`src/rtl/muldiv_hilo.sv`:
```
`default_nettype none
// ============================================================================
// Module   : muldiv_hilo
// Purpose  : Iterative multiply/divide unit with the HI/LO register pair.
//            A multiply runs as 32 shift-add steps. A divide runs as 32
//            restoring shift-subtract steps. One sign-fix cycle follows, and
//            only that cycle writes HI/LO. MTHI/MTLO write HI/LO in one cycle.
// Ports    : clk        - system clock, rising edge
//            reset      - synchronous active-high reset
//            alucontrol - operation code from the ALU decoder
//            start      - one-cycle request, honoured only when idle
//            srca/srcb  - rs/rt operands
//            busy       - high while an operation is in flight
//            done       - one-cycle pulse; HI/LO hold the new result
//            hi/lo      - HI and LO registers
//            result     - hi for MFHI, lo for MFLO, otherwise zero
// Revision : 1.0 - initial release
// ============================================================================
module muldiv_hilo #(
    parameter int WIDTH = 32
) (
    input  logic             clk,
    input  logic             reset,
    input  logic [4:0]       alucontrol,
    input  logic             start,
    input  logic [WIDTH-1:0] srca,
    input  logic [WIDTH-1:0] srcb,
    output logic             busy,
    output logic             done,
    output logic [WIDTH-1:0] hi,
    output logic [WIDTH-1:0] lo,
    output logic [WIDTH-1:0] result
);

    localparam logic [4:0] c_OP_MULTU = 5'b00111;
    localparam logic [4:0] c_OP_MULT  = 5'b01000;
    localparam logic [4:0] c_OP_DIV   = 5'b01111;
    localparam logic [4:0] c_OP_DIVU  = 5'b10000;
    localparam logic [4:0] c_OP_MTHI  = 5'b10001;
    localparam logic [4:0] c_OP_MTLO  = 5'b10010;
    localparam logic [4:0] c_OP_MFHI  = 5'b11010;
    localparam logic [4:0] c_OP_MFLO  = 5'b11011;

    localparam int              c_CW   = $clog2(WIDTH);
    localparam logic [c_CW-1:0] c_LAST = c_CW'(WIDTH - 1);

    typedef enum logic [1:0] {
        S_IDLE = 2'd0,
        S_MUL  = 2'd1,
        S_DIV  = 2'd2,
        S_FIX  = 2'd3
    } state_t;

    state_t               r_state;
    logic [c_CW-1:0]      r_cnt;
    // Multiply: upper half holds the partial product and the lower half
    // holds the multiplier as it shifts out. Divide: upper half holds the
    // partial remainder and the lower half holds the dividend as it shifts
    // out. Quotient bits shift in from the bottom.
    logic [2*WIDTH-1:0]   r_acc;
    logic [WIDTH-1:0]     r_mcand;     // multiplicand or divisor magnitude
    logic                 r_neg_q;     // negate product / quotient
    logic                 r_neg_r;     // negate remainder (dividend sign)
    logic                 r_is_div;
    logic                 r_div_zero;
    logic [WIDTH-1:0]     r_hi;
    logic [WIDTH-1:0]     r_lo;
    logic                 r_done;

    // ------------------------------------------------------------------
    // Operand conditioning at the start edge
    // ------------------------------------------------------------------
    logic             w_is_signed;
    logic             w_a_neg;
    logic             w_b_neg;
    logic [WIDTH-1:0] w_a_mag;
    logic [WIDTH-1:0] w_b_mag;

    assign w_is_signed = (alucontrol == c_OP_MULT) || (alucontrol == c_OP_DIV);
    assign w_a_neg     = w_is_signed & srca[WIDTH-1];
    assign w_b_neg     = w_is_signed & srcb[WIDTH-1];
    assign w_a_mag     = w_a_neg ? -srca : srca;
    assign w_b_mag     = w_b_neg ? -srcb : srcb;

    // ------------------------------------------------------------------
    // One multiply step: add the multiplicand when the multiplier LSB is
    // set, then shift the whole accumulator right. The carry bit enters
    // at the top.
    // ------------------------------------------------------------------
    logic [WIDTH:0] w_mul_sum;

    assign w_mul_sum = {1'b0, r_acc[2*WIDTH-1:WIDTH]}
                     + (r_acc[0] ? {1'b0, r_mcand} : {(WIDTH+1){1'b0}});

    // ------------------------------------------------------------------
    // One restoring divide step. The next dividend bit shifts into the
    // remainder. The step subtracts only when the divisor fits.
    // ------------------------------------------------------------------
    logic [WIDTH:0]   w_div_shift;
    logic             w_div_ge;
    logic [WIDTH-1:0] w_div_diff;
    logic [WIDTH-1:0] w_div_rem;

    assign w_div_shift = {r_acc[2*WIDTH-1:WIDTH], r_acc[WIDTH-1]};
    assign w_div_ge    = (w_div_shift >= {1'b0, r_mcand});
    // When the divisor fits, the difference is below 2^WIDTH, so the
    // narrow subtraction is exact.
    assign w_div_diff  = w_div_shift[WIDTH-1:0] - r_mcand;
    assign w_div_rem   = w_div_ge ? w_div_diff : w_div_shift[WIDTH-1:0];

    // ------------------------------------------------------------------
    // Sign correction applied in the FIX cycle
    // ------------------------------------------------------------------
    logic [2*WIDTH-1:0] w_prod_fix;
    logic [WIDTH-1:0]   w_quo_fix;
    logic [WIDTH-1:0]   w_rem_fix;

    assign w_prod_fix = r_neg_q ? -r_acc : r_acc;
    assign w_quo_fix  = r_neg_q ? -r_acc[WIDTH-1:0] : r_acc[WIDTH-1:0];
    // With a zero divisor, every step "fits". The remainder then collects
    // the dividend magnitude unchanged. After the sign fix it equals srca,
    // so no separate copy of srca is kept.
    assign w_rem_fix  = r_neg_r ? -r_acc[2*WIDTH-1:WIDTH] : r_acc[2*WIDTH-1:WIDTH];

    // ------------------------------------------------------------------
    // Control and datapath state
    // ------------------------------------------------------------------
    always_ff @(posedge clk) begin
        if (reset) begin
            r_state    <= S_IDLE;
            r_cnt      <= '0;
            r_acc      <= '0;
            r_mcand    <= '0;
            r_neg_q    <= 1'b0;
            r_neg_r    <= 1'b0;
            r_is_div   <= 1'b0;
            r_div_zero <= 1'b0;
            r_hi       <= '0;
            r_lo       <= '0;
            r_done     <= 1'b0;
        end else begin
            r_done <= 1'b0;
            case (r_state)
                S_IDLE: begin
                    if (start) begin
                        case (alucontrol)
                            c_OP_MTHI: r_hi <= srca;
                            c_OP_MTLO: r_lo <= srca;
                            c_OP_MULTU, c_OP_MULT: begin
                                r_acc      <= {{WIDTH{1'b0}}, w_b_mag};
                                r_mcand    <= w_a_mag;
                                r_neg_q    <= w_a_neg ^ w_b_neg;
                                r_neg_r    <= w_a_neg;
                                r_is_div   <= 1'b0;
                                r_div_zero <= 1'b0;
                                r_cnt      <= '0;
                                r_state    <= S_MUL;
                            end
                            c_OP_DIV, c_OP_DIVU: begin
                                r_acc      <= {{WIDTH{1'b0}}, w_a_mag};
                                r_mcand    <= w_b_mag;
                                r_neg_q    <= w_a_neg ^ w_b_neg;
                                r_neg_r    <= w_a_neg;
                                r_is_div   <= 1'b1;
                                r_div_zero <= (srcb == '0);
                                r_cnt      <= '0;
                                r_state    <= S_DIV;
                            end
                            default: ;
                        endcase
                    end
                end
                S_MUL: begin
                    r_acc <= {w_mul_sum, r_acc[WIDTH-1:1]};
                    r_cnt <= r_cnt + 1'b1;
                    if (r_cnt == c_LAST) begin
                        r_state <= S_FIX;
                    end
                end
                S_DIV: begin
                    r_acc <= {w_div_rem, r_acc[WIDTH-2:0], w_div_ge};
                    r_cnt <= r_cnt + 1'b1;
                    if (r_cnt == c_LAST) begin
                        r_state <= S_FIX;
                    end
                end
                S_FIX: begin
                    if (r_is_div) begin
                        r_hi <= w_rem_fix;
                        r_lo <= r_div_zero ? {WIDTH{1'b1}} : w_quo_fix;
                    end else begin
                        {r_hi, r_lo} <= w_prod_fix;
                    end
                    r_done  <= 1'b1;
                    r_state <= S_IDLE;
                end
                default: r_state <= S_IDLE;
            endcase
        end
    end

    assign busy = (r_state != S_IDLE);
    assign done = r_done;
    assign hi   = r_hi;
    assign lo   = r_lo;

    always_comb begin
        result = '0;
        case (alucontrol)
            c_OP_MFHI: result = r_hi;
            c_OP_MFLO: result = r_lo;
            default:   result = '0;
        endcase
    end

endmodule
`default_nettype wire

```
`config.mk`:
```
export PLATFORM = sky130hd
export DESIGN_NAME = muldiv_hilo
export DESIGN_NICKNAME = d
export VERILOG_FILES = /design/src/rtl/muldiv_hilo.sv
export SDC_FILE = /design/constraint.sdc
export NUM_CORES = 1
export LEC_CHECK = 0
export BUFFER_PORTS_ARGS = -buffer_cell sky130_fd_sc_hd__buf_2
export CORE_MARGIN = 4
export CORE_UTILIZATION = 61
export CTS_CLUSTER_DIAMETER = 40
export DETAILED_ROUTE_END_ITERATION = 8
export PLACE_DENSITY_LB_ADDON = 0.12
export REMOVE_ABC_BUFFERS = 1
export SLEW_MARGIN = 10
export SYNTH_ARGS = -nofsm -noshare
export SYNTH_HDL_FRONTEND = slang
export SYNTH_SLANG_ARGS = --single-unit
```
`constraint.sdc`:
```
create_clock -name clk -period 4.5 [get_ports clk]
set_input_delay 0.9 -clock clk [delete_from_list [all_inputs] [get_ports clk]]
set_output_delay 0.9 -clock clk [all_outputs]
set_load 0.05 [all_outputs]
```
==> results.md <==
Outcome:
- The run finished with clean final reports.

Finish:
- Fill cells in the final layout number 2,120.
- The area growth from synthesis to final layout is 11.1%.
- Once layout is done, the placed cells without fillers occupy 17,000 um^2.
- Cells with a size suffix above 1 make up 12.7% of the layout.
- The register area is 3440 um^2.
- The final net count is 2,385.
- In the final layout, the multi-input gates occupy 11,100 um^2.

Worst hold path:
- The type of the worst min-delay path is reg2reg.

Critical path:
- STA classifies the critical path endpoint as a flop.
- The start point of the critical path is r_mcand[25].
- Counting cells, the worst reg-to-reg path comes to 11.
- The data required time at the worst endpoint is 4.90 ns.
- STA classifies the critical path startpoint as a flop.
- The class of the most critical setup path is reg2reg.
- Of all nets on the critical path, the largest fanout is 25.
- The worst register-to-register path begins at r_mcand[25].
- The critical path ends at r_acc[61].
- The arrival time at the worst endpoint is 4.10 ns.
- The terminus of the critical flop-to-flop path is r_acc[61].
- For flop-to-flop paths, the worst setup slack is 0.80 ns.

Clocking:
- The buffer depth of the longest clock path is 2.
- The buffers inserted during post-CTS setup optimization is 0.
- TritonCTS built the clock tree.
- The clock tree root driver cell is sky130_fd_sc_hd__clkbuf_16.
- The clock net in this run drives a total of 172 sinks.
- TritonCTS created 17 clock buffers.
- Gates resized during post-CTS repair numbered 0.
- The clock-pin slew on the worst setup and hold paths is 0.08 ns.
- After clock tree synthesis, the flow added hold-fix buffers numbering 0.
- The deepest level of the CTS H-tree is 4.
- The later-pin clock latency in the skew report is 0.45 ns.

Floorplan:
- The initial utilization of the core area, before any placement, comes to 62.5%.
- The core region is 24,500 um^2.
- Row generation in the floorplan step produced 57 rows.
- The horizontal die dimension is 167 um.
- The floorplan step set the die height to 167 um.
- In this run the count of I/O pins placed on the die edge is 170.
- The floorplan step defined a die boundary enclosing 27,800 um^2.

Global route:
- The first global-routing pass estimated 91.8 mm of wire.
- The number of global-route vias before repair came to 16,401.
- The largest net degree at the start of global routing is 61.
- Summed over all layers, the global routing overflow is 0.
- Across every metal layer, demand over resource in global routing totals 40.9%.
- The initial antenna violation count is 1.

Logic synthesis:
- After synthesis the cells add up to 15,300 um^2.
- During synthesis, Yosys emitted a total of 0 warnings.
- Counting distinct cell types in the post-synthesis netlist gives 77.
- The share of the yosys chip area belonging to registers is 22.4%.
- The count of flip-flops with a built-in enable after synthesis is 0.
- The synthesized area divided by synthesized cell count is 7.10 um^2.
- The synthesized design contains 172 register bits.
- The cell count after synthesis is 2,160.
- Among all flip-flop cells after synthesis, the most frequent one is sky130_fd_sc_hd__dfxtp_1.
- The fraction of synthesis flops using an asynchronous set or reset pin is 0%.

Route:
- The detailed-route wire length is 59.6 mm.
- Once detail routing completed, the nets flagged for antenna violations numbered 0.
- The number of vias per cell is 6.88.
- Summing over every cut layer, the via total after detailed routing is 17,723.
- The detailed-router iteration count before antenna repair is 7.
- In this run, the number of DRC markers left after iteration 0 of detailed routing was 2,384.
- The number of DRC violations after detailed routing is 0.
- Dividing the detail-routed wire length by the instance count gives 23.1 um.

Timing:
- The relative slew slack is 25.5%.
- After layout, the worst setup slack is 0.799 ns.
- The actual slew at the worst max-slew pin is 1.11 ns.
- The number of endpoints with negative hold slack in the final report is 0.
- After layout, the worst path uses 82.2% of the clock period.
- Setup violations remaining at the end of the flow were counted as 0.
- The fmax is 0.270 GHz.
- On the final layout, the worst clock skew is 0.0210 ns.
- The post-layout minimum cycle time is 3.70 ns.
- The max-slew violation count is 0.
- Setup repair after global routing left no endpoint under its margin.

Job:
- The tool flagged a number of max-cap violations equal to 0.

Placed design:
- The final weighted congestion in routability-driven placement is 1.04.
- Before CTS, the worst setup slack after placement is 0.759 ns.
- The placed instances occupy a cell area of 16,400 um^2.
- The number of buffer cells added on primary ports is 169.
- After legalization and detailed placement, the total HPWL measured 44.9 mm.

Pwr:
- Power spread over the standard cell area amounts to 369 nW/um^2.
- The leakage power summed over all cells is 7.13 nW.
- The peak supply drop is 0.306 mV.
registers in the layout, summed over array words and instances, names as in the netlist:
register    cells
r_acc          64
hi             32
lo             32
r_mcand        32
r_cnt           5
r_state         2
done            1
r_div_zero      1
r_is_div        1
r_neg_q         1
r_neg_r         1
layout by cell type (no fill, tap or decap), types with 29 or more instances in the layout:
cell / count
sky130_fd_sc_hd__a21o_1: 32
sky130_fd_sc_hd__dfxtp_1: 172
sky130_fd_sc_hd__o21ai_0: 101
sky130_fd_sc_hd__xnor2_1: 94
sky130_fd_sc_hd__ha_1: 72
sky130_fd_sc_hd__o211ai_1: 36
sky130_fd_sc_hd__nor2_1: 287
sky130_fd_sc_hd__xor2_1: 77
sky130_fd_sc_hd__inv_1: 64
sky130_fd_sc_hd__nand2_1: 237
sky130_fd_sc_hd__buf_4: 49
sky130_fd_sc_hd__mux2i_1: 51
sky130_fd_sc_hd__a211oi_1: 61
sky130_fd_sc_hd__buf_2: 168
sky130_fd_sc_hd__o221ai_1: 29
sky130_fd_sc_hd__nand3_1: 29
sky130_fd_sc_hd__a21oi_1: 233
sky130_fd_sc_hd__nor3_1: 51
Yosys cell counts, types with 11 or more instances:
master                     count  area, um^2
sky130_fd_sc_hd__buf_1        13        48.8
sky130_fd_sc_hd__mux2i_1      51         510
sky130_fd_sc_hd__a211oi_1     61         458
sky130_fd_sc_hd__inv_1        64         240
sky130_fd_sc_hd__xnor2_1      94         823
sky130_fd_sc_hd__o21ai_0     101         505
sky130_fd_sc_hd__or2_2        11        68.8
sky130_fd_sc_hd__nor3_1       51         255
sky130_fd_sc_hd__a22oi_1      25         188
sky130_fd_sc_hd__o31ai_1      30         225
sky130_fd_sc_hd__nor4_1       18         113
sky130_fd_sc_hd__o221ai_1     29         254
sky130_fd_sc_hd__nand2_1     237         890
sky130_fd_sc_hd__ha_1         74         926
sky130_fd_sc_hd__a22o_1       25         219
sky130_fd_sc_hd__a21o_1       33         248
sky130_fd_sc_hd__or3_1        18         113
sky130_fd_sc_hd__o41ai_1      17         149
sky130_fd_sc_hd__a21oi_1     236        1180
sky130_fd_sc_hd__nor2_1      289        1080
sky130_fd_sc_hd__a31oi_1      24         150
sky130_fd_sc_hd__xor2_1       77         674
sky130_fd_sc_hd__o211ai_1     36         270
sky130_fd_sc_hd__nand4_1      23         144
sky130_fd_sc_hd__clkbuf_1    143         537
sky130_fd_sc_hd__dfxtp_1     172        3440
sky130_fd_sc_hd__nand2b_1     14        87.6
sky130_fd_sc_hd__nand3_1      29         145
report_power, final:
group | switching, mW | internal, mW | leakage [nW]
Sequential | 0.275 | 1.66 | 1.39
Combinational | 1.83 | 0.917 | 5.44
Clock | 0.785 | 0.813 | 0.298
Total | 2.89 | 3.39 | 7.13
metal layers:
metal	vias up	part of all wire, %	GRT usage [%]
li1	8017	-	-
met1	8236	39	54.3
met2	1228	43	62.3
met3	242	12	9.50
met4	0	5.7	20.8
met5	-	0	0
worst min path at each step:
| stage | to | cells after the start | start |
|---|---|---|---|
| global route | r_mcand[30] | 2 | r_mcand[30] |
| global placement | r_mcand[12] | 2 | r_mcand[12] |
| detailed placement | r_mcand[2] | 2 | r_mcand[2] |
| floorplan | r_mcand[10] | 2 | r_mcand[10] |
| CTS | r_mcand[30] | 2 | r_mcand[30] |
| finish | r_mcand[3] | 2 | r_mcand[3] |
final cells by class:
class	instances	share of cell area [%]
sequential	172	20.2
clock inverter	14	0.977
tap	324	2.38
multi-input combinational	1764	65.2
inverter	64	1.41
timing repair buffer	218	7.21
clock buffer	18	2.58
antenna	1	0.0147
cells by family after synthesis:
| family | after synthesis | share of synthesized area (%) |
|---|---|---|
| XOR/XNOR | 171 | 9.76 |
| AO/OA/AOI/OAI | 703 | 30.0 |
| flip-flops | 172 | 22.4 |
| adder cells (fa/ha/maj) | 76 | 6.30 |
| buffers and inverters | 224 | 5.55 |
| multiplexers | 51 | 3.33 |
| AND/OR/NAND/NOR | 763 | 22.6 |
worst max-delay path: stages (launching register included):
cell and delay [ns]:
sky130_fd_sc_hd__dfxtp_1 0.45, sky130_fd_sc_hd__inv_1 0.10, sky130_fd_sc_hd__ha_1 0.53, sky130_fd_sc_hd__nand4_1 0.13
sky130_fd_sc_hd__nor4_1 0.61, sky130_fd_sc_hd__nand4_1 0.25, sky130_fd_sc_hd__a22oi_1 0.48, sky130_fd_sc_hd__a21oi_4 0.22
sky130_fd_sc_hd__a2111oi_0 0.51, sky130_fd_sc_hd__a221oi_1 0.10, sky130_fd_sc_hd__nor2_1 0.13, sky130_fd_sc_hd__a221o_1 0.12
through the flow:
stage               TNS [ns]  instances  total power, mW  hold slack [ns]  util [%]
floorplan              -7.03       2000             3.63            0.426         -
finish                     0       2575             6.29            0.456      69.4
global route               0       2574             6.51            0.475      69.4
detailed placement         0       2542             4.57            0.449      67.0
global placement           0       2542             4.53            0.439      67.0
CTS                        0       2574             6.14            0.460      69.4
No activity file was read; power rests on OpenSTA's default activity.
